===== src/rtl/sci_sync_link.sv =====
// Clocked-synchronous partner for the SH7604 SCI: TXD bytes into an RX FIFO, TX FIFO bytes onto RXD.
// Latency: RX_VALID one CLK after the 8th SCK rise, RXD one CLK after a fall; RX overflow drops the byte, TX empty sends IDLE_BYTE.
module sci_sync_link #(
    parameter int         FIFO_DEPTH   = 4,
    parameter int         IDLE_TIMEOUT = 1023,
    parameter logic [7:0] IDLE_BYTE    = 8'hFF
) (
    input  logic       CLK,
    input  logic       RST_N,
    input  logic       CE,
    input  logic       SCK,
    input  logic       TXD,
    output logic       RXD,
    output logic [7:0] RX_DATA,
    output logic       RX_VALID,
    input  logic       RX_READY,
    input  logic [7:0] TX_DATA,
    input  logic       TX_VALID,
    output logic       TX_READY,
    output logic       RX_OVF,
    input  logic       OVF_CLR,
    output logic       TX_UNDERRUN,
    output logic       FRAME_ERR
);
    localparam int AW = (FIFO_DEPTH > 1) ? $clog2(FIFO_DEPTH) : 1;
    localparam int CW = AW + 1;
    localparam int IW = $clog2(IDLE_TIMEOUT + 1);
    localparam logic [CW-1:0] DEPTH   = CW'(FIFO_DEPTH);
    localparam logic [IW-1:0] TIMEOUT = IW'(IDLE_TIMEOUT);

    logic          sck_q, sck_d;
    logic [6:0]    rsr_q, rsr_d;
    logic [2:0]    rbit_q, rbit_d;
    logic [6:0]    tsr_q, tsr_d;
    logic [2:0]    tbit_q, tbit_d;
    logic          rxd_q, rxd_d;
    logic [IW-1:0] idle_q, idle_d;
    logic          ovf_q, ovf_d;
    logic          und_q, und_d;
    logic          ferr_q, ferr_d;

    logic [7:0]    rx_mem_q [FIFO_DEPTH];
    logic [7:0]    rx_mem_d [FIFO_DEPTH];
    logic [AW-1:0] rx_wr_q, rx_wr_d, rx_rd_q, rx_rd_d;
    logic [CW-1:0] rx_cnt_q, rx_cnt_d;
    logic [7:0]    tx_mem_q [FIFO_DEPTH];
    logic [7:0]    tx_mem_d [FIFO_DEPTH];
    logic [AW-1:0] tx_wr_q, tx_wr_d, tx_rd_q, tx_rd_d;
    logic [CW-1:0] tx_cnt_q, tx_cnt_d;

    logic       rise, fall, abort;
    logic       rx_pop, rx_push_req, rx_push;
    logic       tx_push, tx_pop, frame_start;
    logic [7:0] rx_byte, tx_byte;

    always_comb begin
        rise  = CE & SCK & ~sck_q;
        fall  = CE & ~SCK & sck_q;
        sck_d = CE ? SCK : sck_q;

        // An edge restarts the idle window, so it always wins over the timeout.
        abort  = (idle_q == TIMEOUT) && ((rbit_q != 3'd0) || (tbit_q != 3'd0)) && !(rise || fall);
        idle_d = idle_q;
        if (rise || fall) begin
            idle_d = '0;
        end else if (CE && (idle_q != TIMEOUT)) begin
            idle_d = idle_q + IW'(1);
        end

        // rsr holds the upper 7 bits of the shifter; bit 0 would be shifted out before use.
        rx_byte     = {TXD, rsr_q};
        rx_pop      = RX_READY && (rx_cnt_q != '0);
        rx_push_req = rise && (rbit_q == 3'd7);
        rx_push     = rx_push_req && ((rx_cnt_q != DEPTH) || rx_pop);
        rsr_d       = rsr_q;
        rbit_d      = rbit_q;
        if (abort) begin
            rbit_d = 3'd0;
        end else if (rise) begin
            rsr_d  = rx_byte[7:1];
            rbit_d = rbit_q + 3'd1;
        end

        ovf_d = ovf_q;
        if (rx_push_req && !rx_push) begin
            ovf_d = 1'b1;
        end else if (OVF_CLR) begin
            ovf_d = 1'b0;
        end

        rx_mem_d = rx_mem_q;
        rx_wr_d  = rx_wr_q;
        rx_rd_d  = rx_rd_q;
        if (rx_push) begin
            rx_mem_d[rx_wr_q] = rx_byte;
            rx_wr_d           = rx_wr_q + AW'(1);
        end
        if (rx_pop) begin
            rx_rd_d = rx_rd_q + AW'(1);
        end
        case ({rx_push, rx_pop})
            2'b10:   rx_cnt_d = rx_cnt_q + CW'(1);
            2'b01:   rx_cnt_d = rx_cnt_q - CW'(1);
            default: rx_cnt_d = rx_cnt_q;
        endcase

        // A host push into an empty FIFO lands after the frame-start pop decision.
        tx_push     = TX_VALID && (tx_cnt_q != DEPTH);
        frame_start = fall && (tbit_q == 3'd0);
        tx_pop      = frame_start && (tx_cnt_q != '0);
        tx_byte     = tx_pop ? tx_mem_q[tx_rd_q] : IDLE_BYTE;
        und_d       = frame_start && !tx_pop;
        ferr_d      = abort;

        tsr_d  = tsr_q;
        tbit_d = tbit_q;
        rxd_d  = rxd_q;
        if (abort) begin
            tbit_d = 3'd0;
            rxd_d  = 1'b1;
        end else if (frame_start) begin
            rxd_d  = tx_byte[0];
            tsr_d  = tx_byte[7:1];
            tbit_d = 3'd1;
        end else if (fall) begin
            rxd_d  = tsr_q[0];
            tsr_d  = {1'b0, tsr_q[6:1]};
            tbit_d = tbit_q + 3'd1;
        end

        tx_mem_d = tx_mem_q;
        tx_wr_d  = tx_wr_q;
        tx_rd_d  = tx_rd_q;
        if (tx_push) begin
            tx_mem_d[tx_wr_q] = TX_DATA;
            tx_wr_d           = tx_wr_q + AW'(1);
        end
        if (tx_pop) begin
            tx_rd_d = tx_rd_q + AW'(1);
        end
        case ({tx_push, tx_pop})
            2'b10:   tx_cnt_d = tx_cnt_q + CW'(1);
            2'b01:   tx_cnt_d = tx_cnt_q - CW'(1);
            default: tx_cnt_d = tx_cnt_q;
        endcase
    end

    always_ff @(posedge CLK or negedge RST_N) begin
        if (!RST_N) begin
            sck_q    <= 1'b1;
            rsr_q    <= '0;
            rbit_q   <= '0;
            tsr_q    <= '0;
            tbit_q   <= '0;
            rxd_q    <= 1'b1;
            idle_q   <= '0;
            ovf_q    <= 1'b0;
            und_q    <= 1'b0;
            ferr_q   <= 1'b0;
            rx_wr_q  <= '0;
            rx_rd_q  <= '0;
            rx_cnt_q <= '0;
            tx_wr_q  <= '0;
            tx_rd_q  <= '0;
            tx_cnt_q <= '0;
            for (int i = 0; i < FIFO_DEPTH; i++) begin
                rx_mem_q[i] <= '0;
                tx_mem_q[i] <= '0;
            end
        end else begin
            sck_q    <= sck_d;
            rsr_q    <= rsr_d;
            rbit_q   <= rbit_d;
            tsr_q    <= tsr_d;
            tbit_q   <= tbit_d;
            rxd_q    <= rxd_d;
            idle_q   <= idle_d;
            ovf_q    <= ovf_d;
            und_q    <= und_d;
            ferr_q   <= ferr_d;
            rx_wr_q  <= rx_wr_d;
            rx_rd_q  <= rx_rd_d;
            rx_cnt_q <= rx_cnt_d;
            tx_wr_q  <= tx_wr_d;
            tx_rd_q  <= tx_rd_d;
            tx_cnt_q <= tx_cnt_d;
            rx_mem_q <= rx_mem_d;
            tx_mem_q <= tx_mem_d;
        end
    end

    assign RXD         = rxd_q;
    assign RX_DATA     = rx_mem_q[rx_rd_q];
    assign RX_VALID    = (rx_cnt_q != '0);
    assign TX_READY    = (tx_cnt_q != DEPTH);
    assign RX_OVF      = ovf_q;
    assign TX_UNDERRUN = und_q;
    assign FRAME_ERR   = ferr_q;

endmodule


===== config.mk =====
export PLATFORM = sky130hd
export DESIGN_NAME = sci_sync_link
export DESIGN_NICKNAME = d
export VERILOG_FILES = /design/src/rtl/sci_sync_link.sv
export SDC_FILE = /design/constraint.sdc
export NUM_CORES = 1
export LEC_CHECK = 0
export ABC_CLOCK_PERIOD_IN_PS = 3100
export BUFFER_PORTS_ARGS = -buffer_cell sky130_fd_sc_hd__buf_2
export CAP_MARGIN = 5
export CORE_ASPECT_RATIO = 1.25
export CORE_UTILIZATION = 55
export CTS_BUF_LIST = sky130_fd_sc_hd__clkbuf_16
export DETAILED_ROUTE_END_ITERATION = 10
export GPL_ROUTABILITY_DRIVEN = 0
export PLACE_DENSITY = 0.73
export SLEW_MARGIN = 20
export SYNTH_ARGS = -nofsm -noshare
export SYNTH_HDL_FRONTEND = slang
export SYNTH_SLANG_ARGS = --single-unit

===== constraint.sdc =====
create_clock -name CLK -period 3.1 [get_ports CLK]
set_input_delay 0.31 -clock CLK [delete_from_list [all_inputs] [get_ports CLK]]
set_output_delay 0.31 -clock CLK [all_outputs]
set_load 0.01 [all_outputs]

==> results of run 1 <==
logic make-up after synthesis:
| group | Yosys count |
|---|---|
| multiplexers | 82 |
| XOR/XNOR | 17 |
| AND/OR/NAND/NOR | 99 |
| flip-flops | 113 |
| buffers and inverters | 31 |
| adder cells (fa/ha/maj) | 18 |
| AO/OA/AOI/OAI | 41 |
layout by cell type (no fill, tap or decap), types with 12 or more instances in the layout:
cell type    n
dfrtp_1    111
nand2_1     53
mux2_2      33
mux2_4      32
buf_2       28
inv_1       24
clkbuf_16   17
mux4_2      16
o21ai_0     16
ha_1        16
nor2_1      12
synth_stat cells, types with 3 or more instances:
cell type / n
nand2_1: 53
mux2_4: 32
nand2_8: 4
inv_1: 21
nand4_1: 3
mux2_2: 33
o22ai_1: 9
o21ai_0: 16
nor2_1: 12
and2_1: 3
clkbuf_1: 5
xor2_1: 11
nand3b_1: 3
a21oi_1: 3
dfrtp_1: 111
nor3_1: 3
ha_1: 16
o31ai_1: 5
nand3_1: 3
mux4_2: 16
xnor2_1: 6
timing repair:
item | 4_1_cts | 5_1_grt
setup endpoints to repair | 0 | 0
endpoints found under the hold margin | 52 | 0
hold buffers | 1 | 0
sequential cells by signal, summed over array words and instances, names as in the netlist, 2 cells and up:
register,cells
rx_cnt_q,3
tx_cnt_q,3
tx_mem_q,32
tbit_q,3
rx_rd_q,2
idle_q,10
rx_mem_q,32
tx_rd_q,2
rx_wr_q,2
tsr_q,7
tx_wr_q,2
rbit_q,3
rsr_q,7
worst reg2reg max path, delay by kind of cell (launching register included):
family                     cells  cell delay, ns
adders and majority gates      2            0.64
and+or+nand+nor                3            0.60
xor gates and xnor gates       2            0.32
DFF                            1            0.57
buffers and inverters          2            0.26
cell type report:
| type | count | area (um^2) |
|---|---|---|
| Clock buffer | 17 | 425 |
| Clock inverter | 15 | 225 |
| Fill cell | 649 | 3010 |
| Inverter | 21 | 78.8 |
| Multi-Input combinational cell | 257 | 2400 |
| Sequential cell | 113 | 2830 |
| Tap cell | 123 | 154 |
| Timing Repair Buffer | 35 | 195 |
stage by stage:
step	utilization (%)	cell area, um^2	setup WS (ns)	power, mW
3_5_place_dp	60.6	5650	0.663	3.68
6_report	67.7	6310	0.628	5.78
3_3_place_gp	60.6	5650	0.745	3.57
2_1_floorplan	-	5370	0.771	3.29
4_1_cts	67.7	6310	0.624	5.84
5_1_grt	67.7	6310	0.478	6.10
routing by layer:
metal / track usage, % / up-vias / wire length [um]
met3: 5.15 / 8 / 244
met1: 25.5 / 1611 / 4260
li1: - / 1511 / -
met4: 8.39 / 0 / 94
met5: 0 / - / 0
met2: 39.0 / 44 / 5230
power groups by stage:
stage          registers [mW]  logic (mW)  clock network (mW)
3_5_place_dp             2.35        1.33                   0
3_3_place_gp             2.30        1.27                   0
6_report                 2.32        1.33                2.13
4_1_cts                  2.33        1.35                2.16
2_1_floorplan            2.13        1.15                   0
5_1_grt                  2.39        1.48                2.23
worst max path at each step:
| stage | start | to |
|---|---|---|
| after floorplan | rx_cnt_q[1]$_DFFE_PN0P_ | rx_cnt_q[2]$_DFFE_PN0P_ |
| after global placement | rx_cnt_q[1]$_DFFE_PN0P_ | rx_cnt_q[2]$_DFFE_PN0P_ |
| after detailed placement | sck_q$_DFFE_PN1P_ | tx_cnt_q[2]$_DFFE_PN0P_ |
| after CTS | sck_q$_DFFE_PN1P_ | tx_cnt_q[2]$_DFFE_PN0P_ |
| after global routing | sck_q$_DFFE_PN1P_ | tx_cnt_q[2]$_DFFE_PN0P_ |
| final | sck_q$_DFFE_PN1P_ | tx_cnt_q[2]$_DFFE_PN0P_ |
==> metrics.md, run 1 <==
| Metric | Value |
|---|---|
| Reg power frac | 40.1% |
| Clock buffer depth | 2 |
| Stages on the worst setup path | 9 |
| XOR/XNOR Fraction of Synth Area | 2.77% |
| Post-DR vias/cell | 5.46 |
| Initial core utilization | 57.6% |
| WP buf/inv | 2 |
| Count of unique library cells instantiated by Yosys | 45 |
| P&R area growth vs syn | 17.6% |
| Clk sinks | 113 |
| DRT Pass-1 Iters | 4 |
| R2R Setup Slk | 0.63 ns |
| Finished Layout Cells | 581 |
| Min Tclk post-route | 2.47 ns |
| Simple-gate area share of the yosys netlist | 9.98% |
| Vias in the first global route | 3492 |
| Max cap viols | 0 |
| HPWL Detailed | 6.69 mm |
| Grt ovf | 0 |
| Seq cells post-synth | 113 |
| Vias | 3174 |
| Dominant cell type by area after synthesis | dfrtp_1 |
| FMAX | 0.405 GHz |
| First-pass GRT wire length | 17.0 mm |
| Setup TNS | 0 ns |
| Count of yosys warnings during synthesis | 0 |
| WP data required | 3.42 ns |
| Initial antenna violation count | 0 |
| Die Ht | 112 um |
| Worst EP arrival | 2.79 ns |
| # diodes | 0 |
| Worst Skew | 0.00993 ns |
| Hold path depth | 2 |
| Max-slew violation count | 0 |
| Psw | 1.63 mW |
| Max FO, Critical Path | 18 |
| Final worst-path cycle share | 79.7% |
| Final ANT Viol Nets | 0 |
| Hold path start | OVF_CLR |
| Synth top area cells | dfrtp_1 (52%), mux2_4 (9.0%), mux2_2 (6.9%) |
| # H-tree levels | 4 |
| Compound-Gate Fraction of Synth Area | 4.76% |
| CTS clk-pin slew, worst paths | 0.05 ns |
| Slew @ Worst Pin | 0.688 ns |
| Total CTS buffers | 17 |
| Top-area cell type share of the netlist area | 51.7% |
| Hold Fails Final Rpt | 0 |
| Final setup viols | 0 |
| Root Buffer | clkbuf_16 |
| Max-slew headroom | 54.1% |
| Later-pin clock latency in the skew report | 0.41 ns |
| Syn Area/Cell | 13.4 um^2 |
| CP max stage cell | dfstp_2 |
| Total wire length | 9.83 mm |
| Drt first-iter violations | 121 |
| Clock power share | 36.9% |
| Adder-cell share of the synthesized area | 4.48% |
| Drt wl/cell | 16.9 um |
| Primary FF master, synth | dfrtp_1 |
| Crit Path Category | flip-flop to flip-flop |
| CP max stage delay | 0.57 ns |
| CTS tree | built |
| Asr flop ratio synth | 100% |
| RSZ-0062 raised after global routing | no |
| DRC viols | 0 |
| Placed insts | 548 |
| VDD IR max | 0.501 mV |
| EDFF count, synth | 0 |
| Worst R2R Path Depth | 9 |
| Syn Nets | 435 |
| Fin nets | 479 |
| Crit-path most repeated cell | xor2_1 |
| Port Buf Inserts | 29 |
| # Post-CTS Setup Buffers | 0 |
| Mapped Area | 5370 um^2 |
| Core area | 9320 um^2 |
| Rows | 39 |
| Internal power | 4.16 mW |
| Crit-path cells | nand3b_1, buf_4, nor3_1, ha_1, inv_1, fa_1, xor2_1, nor2_1, xor2_1 |
| Sequential-to-total area share from yosys stat | 52.7% |
| P_leak | 3.03 nW |
| Hold Worst Slack | 0.107 ns |
| PostCTS Resize Cnt | 0 |
| Post-synthesis mux area share | 22.8% |
| Total global-route track usage | 21.8% |
| Comb power frac | 23.0% |
| Die width | 90.4 um |
| Worst setup SP type | flip-flop |
| Hold Path Class | input port to flip-flop |
| Sw Ratio | 28.1% |
| I/O pin count | 30 |
| Pin count of the biggest net entering global routing | 56 |
| Die area | 10200 um^2 |
| Worst r2r src | sck_q$_DFFE_PN1P_ |
| Critical R2R Capture | tx_cnt_q[2]$_DFFE_PN0P_ |
| Hold Crit Endpoint | RX_OVF$_DFFE_PN0P_ |
| Layout cell share with drive strength beyond 1 | 33.6% |
| CP delay by family, top | adder cells |
| Outcome | complete, no violations |
| Main combinational cell family by area after synthesis | multiplexers |
| Post-synthesis cell count | 401 |
| Power per Cell Area | 916 nW/um^2 |
| CP Capture Type | flip-flop |
(Power assumes the default switching activity.)
==> run 2, diff against run 1 <==
ABC_AREA = 1   (was unset)
ABC_CLOCK_PERIOD_IN_PS = 2400   (was 3100)
clock period = 2.4 ns   (was 3.1 ns; I/O delays follow)
==> metrics.md, run 2 <==
| Metric | Value |
|---|---|
| Outcome | complete, no violations |
| Root Buffer | clkbuf_16 |
| # Post-CTS Setup Buffers | 0 (unchanged) |
| CP delay by family, top | adder cells |
| Sw Ratio | 34.4% (+6.3 points) |
| WP data required | 2.68 ns (-0.74 ns) |
| Reg power frac | 39.2% (-0.9 points) |
| Comb power frac | 28.2% (+5.2 points) |
| Synth top area cells | dfrtp_1 (51%), nand2_1 (11%), o21ai_0 (5.6%) |
| Placed insts | 766 (+40%) |
| Highest-count cells in the layout ignoring fill and taps | nand2_1 (166), dfrtp_1 (111), inv_1 (62) |
| Drt wl/cell | 13.6 um (-19%) |
| Top-area cell type share of the netlist area | 50.8% (-0.94 points) |
| Pin count of the biggest net entering global routing | 50 (-11%) |
| R2R Setup Slk | 0.18 ns (-0.45 ns) |
| Count of yosys warnings during synthesis | 0 (unchanged) |
| Layout cell share with drive strength beyond 1 | 13.1% (-21 points) |
| CP Capture Type | flip-flop |
| Syn Nets | 655 (+51%) |
| Total power | 7.46 mW (+29%) |
| EDFF count, synth | 0 (unchanged) |
| Grt ovf | 0 (unchanged) |
| Clk sinks | 113 (unchanged) |
| Asr flop ratio synth | 100% (unchanged) |
| P_leak | 3.26 nW (+7.5%) |
| I/O pin count | 30 (unchanged) |
| VDD IR max | 0.828 mV (+65%) |
| Commonest non-fill, non-tap cell in the layout | nand2_1 |
| Max FO, Critical Path | 3 (-15) |
| Worst r2r src | rbit_q[0]$_DFFE_PN0P_ |
| Worst EP arrival | 2.50 ns (-0.29 ns) |
| Dominant cell type by area after synthesis | dfrtp_1 |
| Clock power share | 32.6% (-4.3 points) |
| Psw | 2.56 mW (+58%) |
| Initial core utilization | 56.6% (-1.0 points) |
| Total global-route track usage | 23.7% (+1.8 points) |
| Post-DR vias/cell | 5.23 (-4.2%) |
| PostCTS Resize Cnt | 0 (unchanged) |
| Sequential-to-total area share from yosys stat | 51.8% (-0.95 points) |
| Hold Fails Final Rpt | 0 (unchanged) |
| Final setup viols | 0 (unchanged) |
| Biggest regs | rx_mem_q x32, tx_mem_q x32, idle_q x10 |
| Final worst-path cycle share | 92.5% (+13 points) |
| Max cap viols | 0 (unchanged) |
| DRT Pass-1 Iters | 4 (unchanged) |
| First-pass GRT wire length | 19.1 mm (+12%) |
| Die area | 10300 um^2 (+1.8%) |
| Worst Skew | 0.0198 ns (+0.00990 ns) |
| Later-pin clock latency in the skew report | 0.42 ns (about the same) |
| HPWL Detailed | 7.39 mm (+11%) |
| Hold Crit Endpoint | RX_OVF$_DFFE_PN0P_ |
| FMAX | 0.450 GHz (+11%) |
| Crit-path most repeated cell | ha_1 |
| Fin area | 6320 um^2 (+0.22%) |
| Internal power | 4.89 mW (+18%) |
| Slew @ Worst Pin | 0.670 ns (-0.0182 ns) |
| Critical R2R Capture | rx_cnt_q[2]$_DFFE_PN0P_ |
| Mapped Area | 5470 um^2 (+1.8%) |
| Initial antenna violation count | 0 (unchanged) |
| # diodes | 0 (unchanged) |
| Clock buffer depth | 2 (unchanged) |
| WP buf/inv | 2 (unchanged) |
| DRC viols | 0 (unchanged) |
| Total wire length | 10.9 mm (+11%) |
| Max-slew violation count | 0 (unchanged) |
| Core area | 9660 um^2 (+3.6%) |
| RSZ-0062 raised after global routing | no |
| Drt first-iter violations | 235 (+94%) |
| Count leader, synth | nand2_1 |
| Seq cells post-synth | 113 (unchanged) |
| Crit Path Category | flip-flop to flip-flop |
| Final ANT Viol Nets | 0 (unchanged) |
| Worst R2R Path Depth | 11 (+2) |
| CTS clk-pin slew, worst paths | 0.05 ns (about the same) |
| Power per Cell Area | 1180 nW/um^2 (+29%) |
| Hold path start | OVF_CLR |
| Worst setup SP type | flip-flop |
| Setup TNS | 0 ns (unchanged) |
| Vias | 4182 (+32%) |
| CP max stage cell | dfrtp_1 |
| Crit-path cells | ha_1, ha_1, inv_1, nor2_8, nand2_8, ha_1, inv_1, fa_1, a21oi_1, o21ai_0, xor2_1 |
| Post-DP Area | 5740 um^2 (+1.5%) |
| Port Buf Inserts | 29 (unchanged) |
| Fin nets | 694 (+45%) |
| # H-tree levels | 4 (unchanged) |
| CP max stage delay | 0.39 ns (-0.18 ns) |
| Primary FF master, synth | dfrtp_1 |
| Finished Layout Cells | 799 (+38%) |
| Max-slew headroom | 55.3% (+1.2 points) |
| Hold Path Class | input port to flip-flop |
| Rows | 40 (+2.6%) |
| Die Ht | 113 um (+0.90%) |
| Syn Area/Cell | 8.80 um^2 (-34%) |
| P&R area growth vs syn | 15.7% |
| Vias in the first global route | 4143 (+19%) |
| Hold path depth | 2 (unchanged) |
| Post-synthesis cell count | 621 (+55%) |
| Die width | 91.2 um (+0.90%) |
| Total CTS buffers | 17 (unchanged) |
| Count of unique library cells instantiated by Yosys | 32 (-29%) |
| Synth cell count leaders | nand2_1 (166), dfrtp_1 (111), o21ai_0 (61) |
| Min Tclk post-route | 2.22 ns (-0.252 ns) |
| CTS tree | built |
## run 2: cell types whose count changed after synthesis, moves of 19 or more
cell / previous run / this run
mux2_4: 32 / 0
nand3_1: 3 / 29
mux2_2: 33 / 0
o21a_1: 0 / 24
o21ai_1: 2 / 21
inv_1: 21 / 60
nand2_1: 53 / 166
nor2_1: 12 / 43
o21ai_0: 16 / 61
## run 2: worst max path at each step
stage / from / to / cells after the start
6_report: rbit_q[0]$_DFFE_PN0P_ / rx_cnt_q[2]$_DFFE_PN0P_ / 11
5_1_grt: tbit_q[1]$_DFFE_PN0P_ / tx_cnt_q[2]$_DFFE_PN0P_ / 12
4_1_cts: tbit_q[0]$_DFFE_PN0P_ / tx_cnt_q[2]$_DFFE_PN0P_ / 12
3_5_place_dp: rbit_q[0]$_DFFE_PN0P_ / rx_cnt_q[2]$_DFFE_PN0P_ / 11
3_3_place_gp: rbit_q[0]$_DFFE_PN0P_ / rx_cnt_q[2]$_DFFE_PN0P_ / 11
2_1_floorplan: rbit_q[0]$_DFFE_PN0P_ / rx_cnt_q[2]$_DFFE_PN0P_ / 12
## run 2: power groups by stage
stage | Sequential (mW) | Clock [mW] | Combinational, mW
3_3_place_gp | 2.91 | 0 | 2.02
5_1_grt | 2.99 | 2.56 | 2.44
6_report | 2.92 | 2.43 | 2.11
2_1_floorplan | 2.75 | 0 | 1.64
3_5_place_dp | 2.94 | 0 | 2.11
4_1_cts | 2.92 | 2.47 | 2.13
## run 2: worst register-to-register path, delay by kind of cell (launching register included)
kind / cells / cell delay [ns]
buffers and inverters: 2 / 0.23
and+or+nand+nor: 2 / 0.12
DFF: 1 / 0.39
xor gates and xnor gates: 1 / 0.15
AOI/OAI and AO/OA: 2 / 0.28
adders and majority gates: 4 / 0.92
## run 2: cells by family (layout without fill, tap and decap cells)
kind of cell,after synthesis,in the layout,synth area share (%)
simple gates,263,263,21.7
compound gates,130,130,13.4
flops,113,113,51.8
buf+inv,85,137,6.84
fa+ha+maj,18,18,4.39
xor+xnor,12,12,1.92
## run 2: through the flow
| stage | util [%] | hold slack (ns) | worst slack [ns] |
|---|---|---|---|
| 2_1_floorplan | - | -0.0556 | 0.0355 |
| 3_3_place_gp | 59.4 | 0.319 | 0.309 |
| 3_5_place_dp | 59.4 | 0.322 | 0.205 |
| 4_1_cts | 65.5 | 0.0280 | 0.185 |
| 5_1_grt | 65.5 | 0.0285 | 0.0307 |
| 6_report | 65.5 | 0.0323 | 0.180 |
## run 2: cell type report
| class | instances | area, um^2 |
|---|---|---|
| inverter | 66 | 248 |
| clock inverter | 15 | 151 |
| timing repair buffer | 39 | 250 |
| clock buffer | 17 | 425 |
| multi-input combinational | 423 | 2260 |
| sequential | 113 | 2830 |
| tap | 126 | 158 |
| fill | 786 | 3330 |
## run 2: repair_timing
action                                  4_1_cts  5_1_grt
endpoints found under the setup margin        0        0
endpoints found under the hold margin        46        0
hold buffers                                  1        0
## run 2: routing by layer
layer	vias to the layer above	track usage, %	wire, um	part of all wire (%)
met5	-	0	0	0
li1	2090	-	-	-
met2	73	40.6	5640	52
met4	0	10.1	189	1.7
met1	2005	28.5	4780	44
met3	14	5.80	291	2.7
==> run 3, diff against run 2 <==
BUFFER_PORTS_ARGS = -buffer_cell sky130_fd_sc_hd__buf_4   (was -buffer_cell sky130_fd_sc_hd__buf_2)
TNS_END_PERCENT = 1   (was unset)
==> metrics.md, run 3 (synthesis results as in run 2) <==
| Metric | Value |
|---|---|
| First-pass GRT wire length | 19.7 mm (+3.5%) |
| P_leak | 3.25 nW (-0.28%) |
| Fin nets | 694 (unchanged) |
| CTS clk-pin slew, worst paths | 0.05 ns (about the same) |
| HPWL Detailed | 7.40 mm (+0.19%) |
| WP data required | 2.68 ns (about the same) |
| Total CTS buffers | 17 (unchanged) |
| Hold Worst Slack | 0.0371 ns (+0.00488 ns) |
| CP Capture Type | flip-flop |
| Layout cell share with drive strength beyond 1 | 12.5% (-0.58 points) |
| Root Buffer | clkbuf_16 |
| Rows | 40 (unchanged) |
| Post-DR vias/cell | 5.24 (+0.10%) |
| DRC viols | 0 (unchanged) |
| Worst EP arrival | 2.50 ns (about the same) |
| RSZ-0062 raised after global routing | no |
| Die area | 10300 um^2 (unchanged) |
| Core area | 9660 um^2 (unchanged) |
| Vias | 4181 (-0.024%) |
| Port Buf Inserts | 29 (unchanged) |
| VDD IR max | 0.574 mV (-31%) |
| Outcome | complete, no violations |
| Hold Path Class | input port to flip-flop |
| Power per Cell Area | 1140 nW/um^2 (-3.3%) |
| Max-slew violation count | 0 (unchanged) |
| Total global-route track usage | 24.2% (+0.51 points) |
| Drt first-iter violations | 153 (-35%) |
| Max-slew headroom | 62.3% (+7.0 points) |
| Die width | 91.2 um (unchanged) |
| Pin count of the biggest net entering global routing | 55 (+10%) |
| Biggest regs | rx_mem_q x32, tx_mem_q x32, idle_q x10 |
| Later-pin clock latency in the skew report | 0.41 ns (about the same) |
| Crit Path Category | flip-flop to flip-flop |
| Setup TNS | 0 ns (unchanged) |
| R2R Setup Slk | 0.18 ns (about the same) |
| Placed insts | 766 (unchanged) |
| I/O pin count | 30 (unchanged) |
| DRT Pass-1 Iters | 4 (unchanged) |
| Vias in the first global route | 4303 (+3.9%) |
| Total wire length | 10.9 mm (+0.36%) |
| Clock buffer depth | 2 (unchanged) |
| # diodes | 0 (unchanged) |
| CTS tree | built |
| Worst setup SP type | flip-flop |
| Initial core utilization | 56.6% (unchanged) |
| PostCTS Resize Cnt | 0 (unchanged) |
| Initial antenna violation count | 0 (unchanged) |
| Drt wl/cell | 13.7 um (+0.48%) |
| Final WS setup | 0.179 ns (-0.000342 ns) |
| Final worst-path cycle share | 92.5% (about the same) |
| Clk sinks | 113 (unchanged) |
| Grt ovf | 0 (unchanged) |
| Utilization after layout | 65.2% (-0.32 points) |
| # H-tree levels | 4 (unchanged) |
| Post-DP Area | 5800 um^2 (+1.0%) |
| Slew @ Worst Pin | 0.566 ns (-0.104 ns) |
| Final ANT Viol Nets | 0 (unchanged) |
| Worst Skew | 0.00681 ns (-0.0130 ns) |
| Finished Layout Cells | 798 (-0.13%) |
| P&R area growth vs syn | 15.1% |
| Max FO, Critical Path | 3 (unchanged) |
| Total power | 7.17 mW (-3.8%) |
| Place WS | 0.240 ns (+0.0352 ns) |
| Highest-count cells in the layout ignoring fill and taps | nand2_1 (166), dfrtp_1 (111), inv_1 (65) |
| # fillers | 811 (+3.2%) |
| # Post-CTS Setup Buffers | 0 (unchanged) |
| FMAX | 0.450 GHz (about the same) |
| Commonest non-fill, non-tap cell in the layout | nand2_1 |
| Max cap viols | 0 (unchanged) |
| Post-CTS Hold Fix Bufs | 1 (unchanged) |
| Die Ht | 113 um (unchanged) |
| Final setup viols | 0 (unchanged) |
| Min Tclk post-route | 2.22 ns (+0.000342 ns) |
| Fin area | 6290 um^2 (-0.49%) |
| Hold Fails Final Rpt | 0 (unchanged) |
[run 3: area by class of cell]
class                   count  area (um^2)  area share, %
clock buffers              17          425           6.76
clock inverters            14         62.6          0.994
inverters                  66          248           3.94
multi-input cells         423         2260           35.9
flip-flops and latches    113         2830           45.0
well taps                 126          158           2.50
repair buffers             39          308           4.89
[run 3: worst max-delay path: stages, from the launching register on]
cell	delay, ns
dfrtp_1	0.40
ha_1	0.23
ha_1	0.18
inv_1	0.16
nor2_8	0.07
nand2_8	0.05
ha_1	0.13
inv_1	0.06
fa_1	0.39
a21oi_1	0.15
o21ai_0	0.12
xor2_1	0.16
[run 3: layer usage]
layer	track usage (%)	share of wire [%]	vias up
li1	-	-	2085
met1	29.1	43	2004
met2	42.9	53	79
met3	5.47	3.0	13
met4	8.15	1.3	0
met5	0	0	-
[run 3: worst paths after layout]
check	from	end	depth (start not counted)
worst max-delay path	rbit_q[0]$_DFFE_PN0P_	rx_cnt_q[2]$_DFFE_PN0P_	11
worst min-delay path	OVF_CLR	RX_OVF$_DFFE_PN0P_	2
worst max register to register	rbit_q[0]$_DFFE_PN0P_	rx_cnt_q[2]$_DFFE_PN0P_	11
worst min register to register	tsr_q[6]$_DFFE_PN0P_	tsr_q[6]$_DFFE_PN0P_	2
max in group asynchronous	RST_N	rx_mem_q[28]$_DFFE_PN0P_	3
min in group asynchronous	RST_N	rx_wr_q[0]$_DFFE_PN0P_	2
[run 3: power breakdown]
part           internal (mW)  total, mW  leakage, nW  switching [mW]
sequential              2.48       2.92         1.45           0.433
combinational          0.874       2.17         1.54            1.30
clock                   1.26       2.08        0.261           0.820
